`src/rtl/regfile.sv`:
```
// Architectural register file with per-register ROB rename tags for the Tomasulo core.
// Optional macro REGFILE_BYPASS_EN forwards a same-cycle matching commit to the read ports.
module regfile #(
    parameter int ROB_W   = 4,
    parameter int REG_CNT = 32
) (
    input  logic             clk_in,
    input  logic             rst_n_in,
    input  logic             rdy_in,
    input  logic             rob_clear,
    input  logic             is_commit,
    input  logic [4:0]       set_id,
    input  logic [31:0]      set_val,
    input  logic [ROB_W-1:0] set_from_rob_id,
    input  logic [4:0]       set_dep_id,
    input  logic [ROB_W-1:0] set_dep_Q,
    input  logic [4:0]       rs1_id,
    input  logic [4:0]       rs2_id,
    output logic [ROB_W-1:0] get_rob_id_1,
    output logic [ROB_W-1:0] get_rob_id_2,
    input  logic             rob_avail_1,
    input  logic             rob_avail_2,
    input  logic [31:0]      rob_val_1,
    input  logic [31:0]      rob_val_2,
    output logic [31:0]      val1,
    output logic [31:0]      val2,
    output logic             has_dep1,
    output logic             has_dep2,
    output logic [ROB_W-1:0] dep1,
    output logic [ROB_W-1:0] dep2
);

    logic [REG_CNT-1:0][31:0]      val_q;
    logic [REG_CNT-1:0][31:0]      val_d;
    logic [REG_CNT-1:0]            busy_q;
    logic [REG_CNT-1:0]            busy_d;
    logic [REG_CNT-1:0][ROB_W-1:0] dep_q;
    logic [REG_CNT-1:0][ROB_W-1:0] dep_d;

    logic [4:0]       rd_idx_s     [2];
    logic             rd_avail_s   [2];
    logic [31:0]      rd_rob_val_s [2];
    logic             rd_fwd_s     [2];
    logic [31:0]      rd_val_s     [2];
    logic             rd_has_s     [2];
    logic [ROB_W-1:0] rd_dep_s     [2];
    logic [ROB_W-1:0] rd_tag_s     [2];

    // Next-state: flush, commit write-back and issue-time rename tagging.
    always_comb begin
        val_d  = val_q;
        busy_d = busy_q;
        dep_d  = dep_q;
        if (rdy_in) begin
            if (rob_clear) begin
                busy_d = '0;
                dep_d  = '0;
            end else begin
                if (is_commit && (set_id != 5'd0)) begin
                    val_d[set_id] = set_val;
                    // Only the newest writer of a register may release it.
                    if (busy_q[set_id] && (dep_q[set_id] == set_from_rob_id)) begin
                        busy_d[set_id] = 1'b0;
                    end else begin
                        busy_d[set_id] = busy_q[set_id];
                    end
                end else begin
                    val_d = val_q;
                end
                if (set_dep_id != 5'd0) begin
                    busy_d[set_dep_id] = 1'b1;
                    dep_d[set_dep_id]  = set_dep_Q;
                end else begin
                    dep_d = dep_d;
                end
            end
        end else begin
            val_d  = val_q;
            busy_d = busy_q;
            dep_d  = dep_q;
        end
    end

    // State registers.
    always_ff @(posedge clk_in or negedge rst_n_in) begin
        if (!rst_n_in) begin
            val_q  <= '0;
            busy_q <= '0;
            dep_q  <= '0;
        end else begin
            val_q  <= val_d;
            busy_q <= busy_d;
            dep_q  <= dep_d;
        end
    end

    assign rd_idx_s[0]     = rs1_id;
    assign rd_idx_s[1]     = rs2_id;
    assign rd_avail_s[0]   = rob_avail_1;
    assign rd_avail_s[1]   = rob_avail_2;
    assign rd_rob_val_s[0] = rob_val_1;
    assign rd_rob_val_s[1] = rob_val_2;

    // Operand resolution for both read ports from pre-edge state.
    always_comb begin
        for (int p = 0; p < 2; p++) begin
            rd_tag_s[p] = dep_q[rd_idx_s[p]];
            rd_val_s[p] = 32'd0;
            rd_has_s[p] = 1'b0;
            rd_dep_s[p] = '0;
`ifdef REGFILE_BYPASS_EN
            rd_fwd_s[p] = is_commit && (set_id == rd_idx_s[p]) &&
                          (dep_q[rd_idx_s[p]] == set_from_rob_id);
`else
            rd_fwd_s[p] = 1'b0;
`endif
            if (rd_idx_s[p] == 5'd0) begin
                rd_val_s[p] = 32'd0;
            end else if (!busy_q[rd_idx_s[p]]) begin
                rd_val_s[p] = val_q[rd_idx_s[p]];
            end else if (rd_fwd_s[p]) begin
                rd_val_s[p] = set_val;
            end else if (rd_avail_s[p]) begin
                rd_val_s[p] = rd_rob_val_s[p];
            end else begin
                rd_has_s[p] = 1'b1;
                rd_dep_s[p] = dep_q[rd_idx_s[p]];
            end
        end
    end

    assign get_rob_id_1 = rd_tag_s[0];
    assign get_rob_id_2 = rd_tag_s[1];
    assign val1         = rd_val_s[0];
    assign val2         = rd_val_s[1];
    assign has_dep1     = rd_has_s[0];
    assign has_dep2     = rd_has_s[1];
    assign dep1         = rd_dep_s[0];
    assign dep2         = rd_dep_s[1];

endmodule

```
`config.mk`:
```
export PLATFORM = sky130hd
export DESIGN_NAME = regfile
export DESIGN_NICKNAME = d
export VERILOG_FILES = /design/src/rtl/regfile.sv
export SDC_FILE = /design/constraint.sdc
export NUM_CORES = 2
export LEC_CHECK = 0
export CAP_MARGIN = 20
export CORE_ASPECT_RATIO = 0.9
export CORE_UTILIZATION = 34
export DETAILED_ROUTE_END_ITERATION = 8
export PLACE_DENSITY = 0.63
export SKIP_LAST_GASP = 1
export SYNTH_ARGS = -nofsm -noshare
export SYNTH_HDL_FRONTEND = slang
export SYNTH_SLANG_ARGS = --single-unit
```
`constraint.sdc`:
```
create_clock -name clk_in -period 2.3 [get_ports clk_in]
set_input_delay 0.23 -clock clk_in [delete_from_list [all_inputs] [get_ports clk_in]]
set_output_delay 0.23 -clock clk_in [all_outputs]
set_load 0.005 [all_outputs]
```
==> reports/metrics.yaml <==
detailed_routing:
  first_pass_iters: 5
  dr_total_vias: 48630
  wl_per_cell_um: 27.59
  drt-total-wl_um: 232600
  remaining_drc_errors: 0
  via_per_inst: 5.767
  drt_iter0_drc: 4581
  postRouteAntennaNets: 0
cts:
  clk-insertion-delay-late_ns: 0.78
  cts_tree: "done"
  clock_path_buffers: 3
  cts_buffers: 138
  clk_pin_slew_worst_paths_ns: 0.06
  cts_max_level: 4
  clkSinkCount: 1184
  root_buffer: "clkbuf_16"
power:
  p_leak_nw: 39.54
  peakVddDrop_mv: 0.7841
  total_power_w: 0.05594
  power_density_nw_per_um2: 645.5
timing:
  clock.fmax_ghz: 0.2785
  worst_hold_slack_ns: 0.07471
  rsz0062_at_grt: "yes"
  final_min_period_over_clock_period_pct: 156.1
  fin_ws_ns: -1.291
  fin_skew_ns: 0.01906
  finalHoldViolations: 0
  drv_slew: 0
  slew_headroom_pct: 37.14
  fin_crit_ns: 3.591
  tightest_slew_ns: 0.9330
  setup_viol: 113
global_routing:
  antenna_found_initial: 7
  grt_pass1_vias: 50500
  grt_pass1_wl_um: 344400
  grtUsageTotal_pct: 23.72
  grt.overflow.total: 0
  grt_max_degree: 91
setup_path:
  path_cells: "buf_6 > mux4_2 > nor2b_4 > a211oi_2 > a21oi_2 > a21oi_4 > buf_12 > buf_12 > buf_6 > buf_6 > mux2_4 > nor2_4 > buf_2"
  cpMaxStageDelayCell: "mux4_2"
  rr_startpoint: "dep_q[28]"
  worstPathArrival_ns: 3.36
  cp-start-kind: "flop"
  cp_num_buf_inv: 6
  max_stage_delay_ns: 0.44
  path_class: "flop to output port"
  cp.required_ns: 2.07
  cp_top_family: "buffers and inverters"
  critPathMostFrequentCell: "buf_6"
  crit_start: "busy_q[24]"
  crit_fanout: 5
  crit_path_end_kind: "output port"
die:
  dieArea_sq_um: 196200
  core-area_sq_um: 193200
  rows: 153
  die_y_um: 420.3
  start_util_pct: 34.23
  ios: 213
  die_width_um: 466.8
yosys:
  ys_warn_count: 0
  synth_top_area_share_pct: 44.81
  synthDistinctLibCells: 57
  postSynth.asyncResetShare_pct: 100.0
  yosysSeqAreaShare_pct: 44.81
  synth_top_cell_by_area: "dfrtp_1"
  syn_area_sq_um: 66120
  synth-edff-count: 0
  synth_cells: 4658
  syn-num-nets: 4789
  synth_common_cells: "dfrtp_1 (1184), mux2_2 (987), mux4_2 (605), clkbuf_1 (263), nand2_1 (239)"
  synth_area_leaders: "dfrtp_1 (45%), mux4_2 (21%), mux2_2 (17%)"
  ys.flop_type: "dfrtp_1"
  postSynthAreaPerCell_sq_um: 14.19
  synth_seq_cells: 1184
  yosysMostFrequentCell: "dfrtp_1"
place:
  hpwl_um: 156500
  place_area_sq_um: 80680
  gp_congestion: 0.9547
  port_buffers: 212
final_layout:
  fin_area_sq_um: 86660
  area_growth_pct: 31.07
  drive_gt1_share_pct: 57.69
  nets: 5900
run_status:
  status: "finished, violations left"
  violations: "negative setup slack"
min_path:
  hp-class: "input port to async pin"
flow_run:
  drv_cap: 0
## final cells by class
cell class,count,area [sq um]
diodes,2,5.005
clock buffers,218,4168
clock inverters,27,314.1
fillers,16960,106500
inverters,6,22.52
multi-input cells,2954,35240
flip-flops and latches,1184,29630
well taps,2557,3199
repair buffers,1485,14080
## report_power, final
part           internal, W  total, W  leakage [nW]  switching, W
registers           0.0224    0.0234          16.2       0.00102
logic              0.00583    0.0106          21.2       0.00479
clock network       0.0126    0.0219          2.20       0.00929
total               0.0408    0.0559          39.5        0.0151
## worst paths after layout
check	depth (start not counted)	slack, ns	to
max	13	-1.29	val1[14]
max in group asynchronous	4	1.20	val_q[298]
min	2	0.07	val_q[956]
min in group clk_in	3	0.11	dep_q[126]
max reg2reg	12	-0.38	busy_q[29]
min reg2reg	0	0.40	val_q[24]
## logic make-up (layout without fill, tap and decap cells)
kind of cell           after synthesis  after routing  synth area share (%)
multiplexers                      1848           1848                 41.64
buffers and inverters              520           1736                 3.836
XOR/XNOR                             4              4               0.08706
flip-flops                        1184           1184                 44.81
AO/OA/AOI/OAI                      599            599                 6.071
other                                0              2                     0
AND/OR/NAND/NOR                    503            503                 3.550
## sequential cells by signal, summed over array words and instances (netlist names)
register  flops
busy_q       32
dep_q       128
val_q      1024
## per-stage QoR
step	setup TNS [ns]	setup slack [ns]	instances	util (%)
after floorplan	-0.4239	-0.01413	4658	-
after global placement	-573.48	-1.089	8123	41.77
after detailed placement	-583.49	-1.136	8123	41.77
after CTS	-104.82	-1.417	8420	44.66
after global routing	-106.20	-1.389	8433	44.86
final	-97.74	-1.291	8433	44.86
## layout by cell type (no fill, tap or decap), drive strengths merged, types with 6 or more instances in the layout
cell type and n:
clkbuf 221, a22oi 195, o21ai 149, clkdlybuf4s50 120
inv 13, nor2b 22, nor4 9, clkinv 19
mux2 1035, and2 15, buf 1359, mux4 616
a22o 24, a21oi 147, o21a 14, nand2 239
dfrtp 1184, o41ai 31, or4bb 6, or2 7
nand3 78, o22ai 32, nand2b 9, mux2i 197
nor2 89
## timing repair
| item | 4_1_cts | 5_1_grt |
|---|---|---|
| hold buffers | 1 | 0 |
| endpoints found under the hold margin | 461 | 0 |
| resized for setup | 508 | 91 |
| setup buffers | 48 | 23 |
| endpoints found under the setup margin | 113 | 113 |
| pin swaps | 57 | 41 |
| cloned | 8 | 1 |
## per-layer routing
metal	vias to the layer above	wire, um	track usage [%]
li1	20230	-	-
met1	25910	96810	32.49
met2	2075	108300	37.04
met3	418	18010	4.268
met4	4	9458	9.784
met5	-	21	0
Power figures use the tool's default switching activity.
